File: src/rtl/flasher_pkg.sv
// rtl/flasher_pkg.sv - shared types and default phase table for the bounded flasher
package flasher_pkg;

    // Entry bound is stored wide enough for the largest supported LED count (64).
    localparam int BOUND_W = 7;

    typedef enum logic {
        UP   = 1'b0,
        DOWN = 1'b1
    } dir_e;

    typedef enum logic {
        IDLE = 1'b0,
        RUN  = 1'b1
    } state_e;

    typedef struct packed {
        dir_e               dir;
        logic [BOUND_W-1:0] bound;
        logic               kick;
    } phase_entry_t;

    // Power-up program; bounds above the LED count are clamped to it.
    function automatic phase_entry_t default_entry(input int idx, input int n_leds);
        phase_entry_t e;
        int           b;
        case (idx)
            0:       begin e.dir = UP;   b = 16; e.kick = 1'b0; end
            1:       begin e.dir = DOWN; b = 5;  e.kick = 1'b1; end
            2:       begin e.dir = UP;   b = 11; e.kick = 1'b0; end
            3:       begin e.dir = DOWN; b = 0;  e.kick = 1'b1; end
            4:       begin e.dir = UP;   b = 6;  e.kick = 1'b0; end
            default: begin e.dir = DOWN; b = 0;  e.kick = 1'b0; end
        endcase
        if (b > n_leds) begin
            b = n_leds;
        end
        e.bound = BOUND_W'(b);
        return e;
    endfunction

endpackage

File: src/rtl/prog_bound_flasher_if.sv
// rtl/prog_bound_flasher_if.sv - control, config and display bundle of the flasher
interface prog_bound_flasher_if #(
    parameter int N_LEDS   = 16,
    parameter int N_PHASES = 6
);
    localparam int CW = $clog2(N_LEDS + 1);
    localparam int PW = $clog2(N_PHASES);

    logic              flick;
    logic              tick;
    logic              repeat_en;
    logic              cfg_we;
    logic [PW-1:0]     cfg_addr;
    logic              cfg_dir;
    logic [CW-1:0]     cfg_bound;
    logic              cfg_kick;
    logic [N_LEDS-1:0] leds;
    logic              busy;
    logic [PW-1:0]     phase_idx;
    logic              done;
    logic              cfg_err;

    modport master (
        output flick, tick, repeat_en, cfg_we, cfg_addr, cfg_dir, cfg_bound, cfg_kick,
        input  leds, busy, phase_idx, done, cfg_err
    );

    modport slave (
        input  flick, tick, repeat_en, cfg_we, cfg_addr, cfg_dir, cfg_bound, cfg_kick,
        output leds, busy, phase_idx, done, cfg_err
    );

endinterface

File: src/rtl/flash_counter.sv
// rtl/flash_counter.sv - saturating up/down LED count with clear and load
module flash_counter #(
    parameter  int N_LEDS = 16,
    localparam int CW     = $clog2(N_LEDS + 1)
) (
    input  logic          clk,
    input  logic          rst_n,
    input  logic          i_clr,
    input  logic          i_load,
    input  logic [CW-1:0] i_load_val,
    input  logic          i_up,
    input  logic          i_dn,
    output logic [CW-1:0] o_count
);
    localparam logic [CW-1:0] MAXC = CW'(N_LEDS);

    logic [CW-1:0] r_count;

    // Clear beats load beats step; steps stop at 0 and N_LEDS instead of wrapping.
    always_ff @(posedge clk or negedge rst_n) begin
        if (!rst_n) begin
            r_count <= '0;
        end else if (i_clr) begin
            r_count <= '0;
        end else if (i_load) begin
            r_count <= (i_load_val > MAXC) ? MAXC : i_load_val;
        end else if (i_up && (r_count != MAXC)) begin
            r_count <= r_count + 1'b1;
        end else if (i_dn && (r_count != '0)) begin
            r_count <= r_count - 1'b1;
        end
    end

    assign o_count = r_count;

endmodule

File: src/rtl/prog_bound_flasher.sv
// rtl/prog_bound_flasher.sv - phase-table driven thermometer LED flasher
module prog_bound_flasher
    import flasher_pkg::*;
#(
    parameter int N_LEDS   = 16,
    parameter int N_PHASES = 6
) (
    input  logic                  clk,
    input  logic                  rst_n,
    prog_bound_flasher_if.slave   bus
);
    localparam int CW = $clog2(N_LEDS + 1);
    localparam int PW = $clog2(N_PHASES);

    localparam logic [CW-1:0] MAXC    = CW'(N_LEDS);
    localparam logic [PW:0]   PH_LIM  = (PW + 1)'(N_PHASES);
    localparam logic [PW-1:0] PH_LAST = PW'(N_PHASES - 1);

    state_e        r_state;
    state_e        w_state_nxt;
    logic [PW-1:0] r_phase;
    logic [PW-1:0] w_phase_nxt;
    logic          r_done;
    logic          w_done_nxt;
    logic          r_cfg_err;
    phase_entry_t  r_table [N_PHASES];

    logic          w_cfg_ok;
    logic [CW-1:0] w_cfg_bound;
    phase_entry_t  w_entry;
    logic [CW-1:0] w_bound;
    logic [CW-1:0] w_prev_bound;
    logic [CW-1:0] w_count;
    logic          w_clr;
    logic          w_load;
    logic          w_up;
    logic          w_dn;
    logic [N_LEDS-1:0] w_leds;

    function automatic logic [CW-1:0] fit_bound(input logic [BOUND_W-1:0] b);
        return (b > BOUND_W'(N_LEDS)) ? MAXC : b[CW-1:0];
    endfunction

    assign w_cfg_ok     = bus.cfg_we && (r_state == IDLE) && ({1'b0, bus.cfg_addr} < PH_LIM);
    assign w_cfg_bound  = (bus.cfg_bound > MAXC) ? MAXC : bus.cfg_bound;
    assign w_entry      = r_table[r_phase];
    assign w_bound      = fit_bound(w_entry.bound);
    assign w_prev_bound = (r_phase == '0) ? MAXC : fit_bound(r_table[r_phase - 1'b1].bound);

    // Phase table: defaults on reset, otherwise written only by accepted config strobes.
    always_ff @(posedge clk or negedge rst_n) begin
        if (!rst_n) begin
            for (int p = 0; p < N_PHASES; p++) begin
                r_table[p] <= default_entry(p, N_LEDS);
            end
        end else if (w_cfg_ok) begin
            r_table[bus.cfg_addr] <= '{dir: dir_e'(bus.cfg_dir), bound: BOUND_W'(w_cfg_bound), kick: bus.cfg_kick};
        end
    end

    // State, phase and the two one-cycle status pulses.
    always_ff @(posedge clk or negedge rst_n) begin
        if (!rst_n) begin
            r_state   <= IDLE;
            r_phase   <= '0;
            r_done    <= 1'b0;
            r_cfg_err <= 1'b0;
        end else begin
            r_state   <= w_state_nxt;
            r_phase   <= w_phase_nxt;
            r_done    <= w_done_nxt;
            r_cfg_err <= bus.cfg_we && !w_cfg_ok;
        end
    end

    // Sequencer: step toward the bound, then kick back, advance, wrap or finish.
    always_comb begin
        w_state_nxt = r_state;
        w_phase_nxt = r_phase;
        w_done_nxt  = 1'b0;
        w_clr       = 1'b0;
        w_load      = 1'b0;
        w_up        = 1'b0;
        w_dn        = 1'b0;
        case (r_state)
            IDLE: begin
                w_clr       = 1'b1;
                w_phase_nxt = '0;
                if (bus.flick) begin
                    w_state_nxt = RUN;
                end
            end
            RUN: begin
                if (bus.tick) begin
                    if ((w_entry.dir == UP) && (w_count < w_bound)) begin
                        w_up = 1'b1;
                    end else if ((w_entry.dir == DOWN) && (w_count > w_bound)) begin
                        w_dn = 1'b1;
                    end else if ((w_entry.dir == DOWN) && w_entry.kick && bus.flick) begin
                        w_load = 1'b1;
                    end else if (r_phase != PH_LAST) begin
                        w_phase_nxt = r_phase + 1'b1;
                    end else if (bus.repeat_en && bus.flick) begin
                        w_phase_nxt = '0;
                    end else begin
                        w_state_nxt = IDLE;
                        w_phase_nxt = '0;
                        w_clr       = 1'b1;
                        w_done_nxt  = 1'b1;
                    end
                end
            end
            default: begin
                w_state_nxt = IDLE;
            end
        endcase
    end

    flash_counter #(
        .N_LEDS (N_LEDS)
    ) u_counter (
        .clk        (clk),
        .rst_n      (rst_n),
        .i_clr      (w_clr),
        .i_load     (w_load),
        .i_load_val (w_prev_bound),
        .i_up       (w_up),
        .i_dn       (w_dn),
        .o_count    (w_count)
    );

    // Thermometer decode straight from the count register.
    always_comb begin
        w_leds = '0;
        for (int i = 0; i < N_LEDS; i++) begin
            w_leds[i] = (i < int'(w_count));
        end
    end

    assign bus.leds      = w_leds;
    assign bus.busy      = (r_state == RUN);
    assign bus.phase_idx = r_phase;
    assign bus.done      = r_done;
    assign bus.cfg_err   = r_cfg_err;

endmodule

File: src/flat_wrapper.sv
// flat-port wrapper written by rule: the top's interface ports become plain ports
module prog_bound_flasher_flat import flasher_pkg::*;
#(
    parameter int N_LEDS   = 16,
    parameter int N_PHASES = 6
)
  (clk, rst_n, bus_flick, bus_tick, bus_repeat_en, bus_cfg_we, bus_cfg_addr, bus_cfg_dir, bus_cfg_bound, bus_cfg_kick, bus_leds, bus_busy, bus_phase_idx, bus_done, bus_cfg_err);
  prog_bound_flasher_if #(.N_LEDS(N_LEDS), .N_PHASES(N_PHASES)) bus_i ();
  input  logic clk;
  input  logic rst_n;
  input wire logic [$bits(bus_i.flick)-1:0] bus_flick;
  input wire logic [$bits(bus_i.tick)-1:0] bus_tick;
  input wire logic [$bits(bus_i.repeat_en)-1:0] bus_repeat_en;
  input wire logic [$bits(bus_i.cfg_we)-1:0] bus_cfg_we;
  input wire logic [$bits(bus_i.cfg_addr)-1:0] bus_cfg_addr;
  input wire logic [$bits(bus_i.cfg_dir)-1:0] bus_cfg_dir;
  input wire logic [$bits(bus_i.cfg_bound)-1:0] bus_cfg_bound;
  input wire logic [$bits(bus_i.cfg_kick)-1:0] bus_cfg_kick;
  output wire logic [$bits(bus_i.leds)-1:0] bus_leds;
  output wire logic [$bits(bus_i.busy)-1:0] bus_busy;
  output wire logic [$bits(bus_i.phase_idx)-1:0] bus_phase_idx;
  output wire logic [$bits(bus_i.done)-1:0] bus_done;
  output wire logic [$bits(bus_i.cfg_err)-1:0] bus_cfg_err;
  assign bus_i.flick = bus_flick;
  assign bus_i.tick = bus_tick;
  assign bus_i.repeat_en = bus_repeat_en;
  assign bus_i.cfg_we = bus_cfg_we;
  assign bus_i.cfg_addr = bus_cfg_addr;
  assign bus_i.cfg_dir = bus_cfg_dir;
  assign bus_i.cfg_bound = bus_cfg_bound;
  assign bus_i.cfg_kick = bus_cfg_kick;
  assign bus_leds = bus_i.leds;
  assign bus_busy = bus_i.busy;
  assign bus_phase_idx = bus_i.phase_idx;
  assign bus_done = bus_i.done;
  assign bus_cfg_err = bus_i.cfg_err;
  prog_bound_flasher #(.N_LEDS(N_LEDS), .N_PHASES(N_PHASES)) u_core (.clk(clk), .rst_n(rst_n), .bus(bus_i));
endmodule
File: config.mk
export PLATFORM = sky130hd
export DESIGN_NAME = prog_bound_flasher_flat
export DESIGN_NICKNAME = d
export VERILOG_FILES = /design/src/rtl/flasher_pkg.sv /design/src/rtl/prog_bound_flasher_if.sv /design/src/rtl/flash_counter.sv /design/src/rtl/prog_bound_flasher.sv /design/src/flat_wrapper.sv
export SDC_FILE = /design/constraint.sdc
export NUM_CORES = 1
export LEC_CHECK = 0
export CAP_MARGIN = 15
export CORE_MARGIN = 5
export CORE_UTILIZATION = 50
export CTS_BUF_LIST = sky130_fd_sc_hd__clkbuf_4
export CTS_CLUSTER_SIZE = 12
export DETAILED_ROUTE_END_ITERATION = 10
export PLACE_DENSITY = 0.72
export SLEW_MARGIN = 10
export SYNTH_ARGS = -nofsm -noshare
export SYNTH_HDL_FRONTEND = slang
export SYNTH_HIERARCHICAL = 1
export SYNTH_SLANG_ARGS = --single-unit
File: constraint.sdc
create_clock -name clk -period 6.62 [get_ports clk]
set_input_delay 1.324 -clock clk [delete_from_list [all_inputs] [get_ports clk]]
set_output_delay 1.324 -clock clk [all_outputs]
set_load 0.02 [all_outputs]
## Word level (Yosys, flattened, before mapping)

Cells that the tools add are included.

- Bits in registers: 65
- Input port bits: 16
- Output and inout port bits: 22
- Word-level logic and storage cells: 133

- Add/subtract/negate cells: 4
- Magnitude comparators: 27
- Eq/ne operators: 6
- Mux-type cells: 52
- Bitwise gates (word level): 5
- Reduce and logical (&&, ||, !) cells: 16

Operator list:

| operator | number |
|---|---|
| $bmux 9 s3 | 2 |
| $bwmux 54 | 1 |
| $mux 5 | 9 |
| $lt 4x5->1 const A | 8 |
| $demux 9 s3 | 1 |
| $mux 9 | 3 |
| $mux 1 | 26 |
| $lt 3x5->1 const A | 4 |
| $mux 8 | 2 |
| $mux 3 | 5 |
| $gt 7x5->1 const B | 2 |
| $ge 4x4->1 const B | 3 |
| $not 3->4 | 3 |
| $logic_and 1x1->1 | 11 |
| $gt 5x5->1 const B | 2 |
| $lt 1x5->1 const A | 2 |
| $lt 2x5->1 const A | 2 |
| $ne 2x2->1 const B | 4 |
| $pmux 3 s2 | 1 |
| $add 5x1->5 const B | 1 |
| $gt 5x5->1 | 1 |
| $lt 5x5->1 | 1 |
| $ne 5x5->1 const B | 1 |
| $reduce_bool 5->1 | 1 |
| 12 further kinds | 14 |

## Longest topological paths before layout

- Word-level depth: 17
- Gate-level depth with buffers: 19

## Cells and area by module

Netlist, hierarchy kept.

By module, submodules not included:

| module | instances | cells an instance | area each (sq um) | sequential area each (sq um) |
|---|---|---|---|---|
| prog_bound_flasher | 1 | 279 | 2957.8 | 1217.4 |
| flash_counter | 1 | 49 | 486.7 | 125.1 |

## Worst setup path after synthesis

OpenSTA, ideal clock, no wires.

- Path kind: flip-flop to flip-flop
- Start point: register u_core.r_phase[1], in the netlist u_core/bus.phase_idx[1]
- End point: register u_core.u_counter.r_count[4], in the netlist u_core/u_counter/o_count[4]
- Setup time: 75 ps
- Data arrival time: 3825 ps
- Data required time: 6545 ps
- Path slack: 2720 ps
- Stages on the path, launching flop included: 17
- Path buffers: 1
- Period minus slack after synthesis: 3900 ps
- Cells stage by stage: dfrtp_1 buf_4 mux4_2 a21oi_1 nand2_1 ha_1 nor2b_1 o21ai_0 and3_1 nand2_1 nor2_1 nand2_1 ha_1 nand3_1 and3_1 mux2_4 o2bb2ai_2

- Word-level cells in the longest chain between the ends: 15
- Elaborated cells on any way between the ends: 49

RTL lines:

| item | line | RTL |
|---|---|---|
| from (decl) | prog_bound_flasher.sv:21 | `logic [PW-1:0] r_phase;` |
| from (signal assigned) | prog_bound_flasher.sv:70 | `r_phase <= w_phase_nxt;` |
| $not 3->4 (implied by the code) (*) | prog_bound_flasher.sv:46 | `assign w_entry = r_table[r_phase];` |
| $bmux 9 s3 (*) | prog_bound_flasher.sv:46 |  |
| $mux 9 (implied by the code) (*) (2 in a row) | prog_bound_flasher.sv:46 |  |
| $gt 7x5->1 | prog_bound_flasher.sv:41 | `return (b > BOUND_W'(N_LEDS)) ? MAXC : b[CW-1:0];` |
| $mux 5 | prog_bound_flasher.sv:41 |  |
| $lt 5x5->1 | prog_bound_flasher.sv:95 | `if ((w_entry.dir == UP) && (w_count < w_bound)) begin` |
| $logic_and 1x1->1 (*) | prog_bound_flasher.sv:95 |  |
| $mux 1 (*) | prog_bound_flasher.sv:95 |  |
| $mux 1 (*) | prog_bound_flasher.sv:94 | `if (bus.tick) begin` |
| $mux 1 (*) | prog_bound_flasher.sv:85 | `case (r_state)` |
| named net u_core.w_up | prog_bound_flasher.sv:36 | `logic w_up;` |
| $logic_and 1x1->1 (*) | flash_counter.sv:27 | `end else if (i_up && (r_count != MAXC)) begin` |
| $mux 5 | flash_counter.sv:27 |  |
| $mux 5 | flash_counter.sv:25 | `end else if (i_load) begin` |
| $mux 5 | flash_counter.sv:23 | `end else if (i_clr) begin` |
| to (signal assigned) | flash_counter.sv:26 | `r_count <= (i_load_val > MAXC) ? MAXC : i_load_val;` |
| to (signal assigned) | flash_counter.sv:28 | `r_count <= r_count + 1'b1;` |
| to (signal assigned) | flash_counter.sv:30 | `r_count <= r_count - 1'b1;` |
| to (decl) | flash_counter.sv:17 | `logic [CW-1:0] r_count;` |

Mark *: on every way through the listed nets, which the timed path passes. The rest lies on a longest branch. The select of a mux whose other input is x is not followed.
A chain may end at the register's enable or synchronous reset.

## Worst setup path in the final report

Ends and elaborated chain as after synthesis.

==> flow_summary.yaml <==
floorplan:
  die_x_microns: 93
  initial_core_util: 0.510
  coreArea_sq_um: 6760
  die_h_microns: 93
  die_area_sq_um: 8650
  pin_count: 38
  rows: 30
global_route:
  grt_max_degree: 54
  grt_usage: 0.185
  grt_first_pass_wirelength_mm: 12.8
  grt_pass1_vias: 2608
  antenna_found_initial: 0
  grt_overflow: 0
detailed_routing:
  viasPerCell: 5.88
  wl_mm: 7.58
  avgRoutedWirePerCell_microns: 17.1
  dr.pass1.iters: 4
  drt_iter0_markers: 104
  dr_total_vias: 2601
  ant_nets: 0
  drc_errors: 0
timing:
  fin_crit_sh: 0.658
  tns_ns: 0
  finalSetupViolCount: 0
  fmax_mhz: 230
  hold_viol_final: 0
  rsz0062_at_grt: "no"
  finalCriticalPeriod_ns: 4.36
  max_slew_margin: 0.392
  clock_skew_ns: 0.0138
  worst_pin_slew_ns: 0.908
  maxSlewViolCount: 0
run_status:
  outcome: "completed"
hold_path:
  holdCritPathClass: "reg2reg"
  hold_depth: 2
yosys:
  yosysWarnings: 6
  synthFlopType: "dfrtp_1"
  async_flop_share: 1.00
  synth.top_cell.area_share: 0.291
  yosys.area.top_type: "dfrtp_1"
  synth_area_sq_um: 3440
  syn_nets: 359
  synth_cells: 328
  synth-seq-cells: 53
  netlist_top_cells_area: "dfrtp_1 (29%), mux2_2 (11%), dfstp_2 (9.9%)"
  synth_edf_count: 0
  syn_avg_cell_area_sq_um: 10.5
  yosysMostFrequentCell: "nand2_1"
  synthDistinctLibCells: 56
  ys_top_cells_by_count: "nand2_1 (46), dfrtp_1 (40), mux2_2 (33), o21ai_0 (27), a21oi_1 (17)"
  yosysSeqAreaShare: 0.390
critical_path:
  path_max_fanout: 14
  cp_common_cell: "nand2_1"
  arrival_ns: 4.65
  critPathCaptureType: "flip-flop"
  critPathKind: "reg2reg"
  slowest_delay_ns: 0.80
  start_kind: "flip-flop"
  crit_family: "simple AND/OR/NAND/NOR gates"
  cp_cell_sequence: "mux4_2 -> a21oi_1 -> nand2_1 -> ha_1 -> nor2b_1 -> o21ai_0 -> and3_1 -> nand2_1 -> nor2_1 -> nand2_1 -> ha_1 -> nand3_1 -> and3_1 -> mux2_4 -> o2bb2ai_2"
  cp_num_cells: 15
  ff2ff_path_depth: 15
  required_ns: 6.92
  critPathBufInv: 0
  cpMaxStageDelayCell: "dfrtp_1"
clock_network:
  numCtsBuffers: 5
  cts-root-buf: "clkbuf_4"
  holdBufCountCts: 0
  cts_resized: 0
  clkLatencyLatePin_ns: 0.37
  cts.htree.levels: 2
  clk_pin_slew_ns: 0.15
  cts_setup_buffers: 0
  cts_tree: "built"
  cts_buffer_depth: 2
  cts_sinks: 53
power:
  power_density_nw_per_um2: 426
  max-vdd-ir-drop_mv: 0.151
  total_leakage_power_nw: 1.65
cells_and_area:
  finalNonFillerCells: 442
  area_growth_pct: 13.9
  n_antenna_cell: 0
  fin_nets: 392
  drive_gt1_frac: 0.238
job:
  maxCapViolCount: 0
place:
  gp_congestion: 0.840
  dp_hpwl_mm: 5.55
  dpl.cell_count: 434
  io_buffers: 37
## kinds of logic after synthesis
logic type | share of synthesized area
fa+ha+maj | 0.0567
simple gates | 0.171
xor+xnor | 0.00763
mux | 0.214
compound gates | 0.130
flops | 0.390
buf+inv | 0.0305
## final timing paths
kind | startpoint | to | slack, ns
worst max register to register | u_core/bus.phase_idx[1]$_DFFE_PN0P_ | u_core/u_counter/o_count[4]$_DFFE_PN0P_ | 2.26
max in group asynchronous | rst_n | u_core/u_counter/o_count[0]$_DFFE_PN0P_ | 5.12
worst max-delay path | u_core/bus.phase_idx[1]$_DFFE_PN0P_ | u_core/u_counter/o_count[4]$_DFFE_PN0P_ | 2.26
worst min register to register | u_core/r_table[31]$_DFFE_PN1P_ | u_core/r_table[31]$_DFFE_PN1P_ | 0.50
worst min-delay path | u_core/r_table[31]$_DFFE_PN1P_ | u_core/r_table[31]$_DFFE_PN1P_ | 0.50
min in group asynchronous | rst_n | u_core/r_table[9]$_DFFE_PN0P_ | 1.05
## where the power goes
part	internal [mW]	leakage [nW]	switching, mW	total (mW)
Sequential	0.406	0.668	0.127	0.533
Clock	0.0458	0.0279	0.101	0.146
Combinational	0.488	0.957	0.505	0.993
## tightest hold or removal path: cells and delay by family, from the launching register on
family           cells  cell delay, ns
flip-flops           1            0.40
AND/OR/NAND/NOR      1            0.04
AO/OA/AOI/OAI        1            0.07
## registers in the layout, summed over array words and instances (netlist names)
register	count
u_core/bus.phase_idx	3
u_core/bus.busy	1
u_core/u_counter/o_count	5
u_core/bus.done	1
u_core/r_table	42
u_core/bus.cfg_err	1
## through the flow
stage / util / setup slack (ns) / cell area (sq um) / total power [mW] / hold slack, ns
4_1_cts: 0.581 / 2.23 / 3930 / 1.68 / 0.505
2_1_floorplan: - / 2.72 / 3440 / 1.24 / 0.459
3_3_place_gp: 0.572 / 2.40 / 3860 / 1.51 / 0.474
6_report: 0.581 / 2.26 / 3930 / 1.67 / 0.502
3_5_place_dp: 0.572 / 2.28 / 3860 / 1.54 / 0.483
5_1_grt: 0.581 / 1.93 / 3930 / 1.81 / 0.519
## final cells by class
| cell class | count | area [sq um] |
|---|---|---|
| inverters | 10 | 37.5 |
| clock buffers | 6 | 45.0 |
| flip-flops and latches | 53 | 1340 |
| fillers | 616 | 2830 |
| clock inverters | 2 | 15.0 |
| well taps | 80 | 100 |
| multi-input cells | 251 | 2000 |
| repair buffers | 40 | 388 |
## layout by cell type (no fill, tap or decap), types with 5 or more instances in the layout
cell	Yosys	layout
nand3_1	11	11
a21oi_1	17	17
dfrtp_1	40	40
o21ai_0	27	27
ha_1	14	14
nor2_1	11	11
nor3_1	5	5
nand2_1	46	46
mux4_2	10	10
inv_1	9	9
clkdlybuf4s50_1	0	36
nand2b_1	5	5
mux2_2	33	33
dfstp_2	13	13
nor2b_1	7	7
mux2i_1	10	10
clkbuf_4	0	6
nand3b_1	6	6
## per-layer routing
metal,share of wire,global-route usage
met5,0,0
met4,0.023,0.0733
met3,0.051,0.0306
met2,0.46,0.305
met1,0.46,0.244
Note: power is estimated with default switching activity, not from simulation.
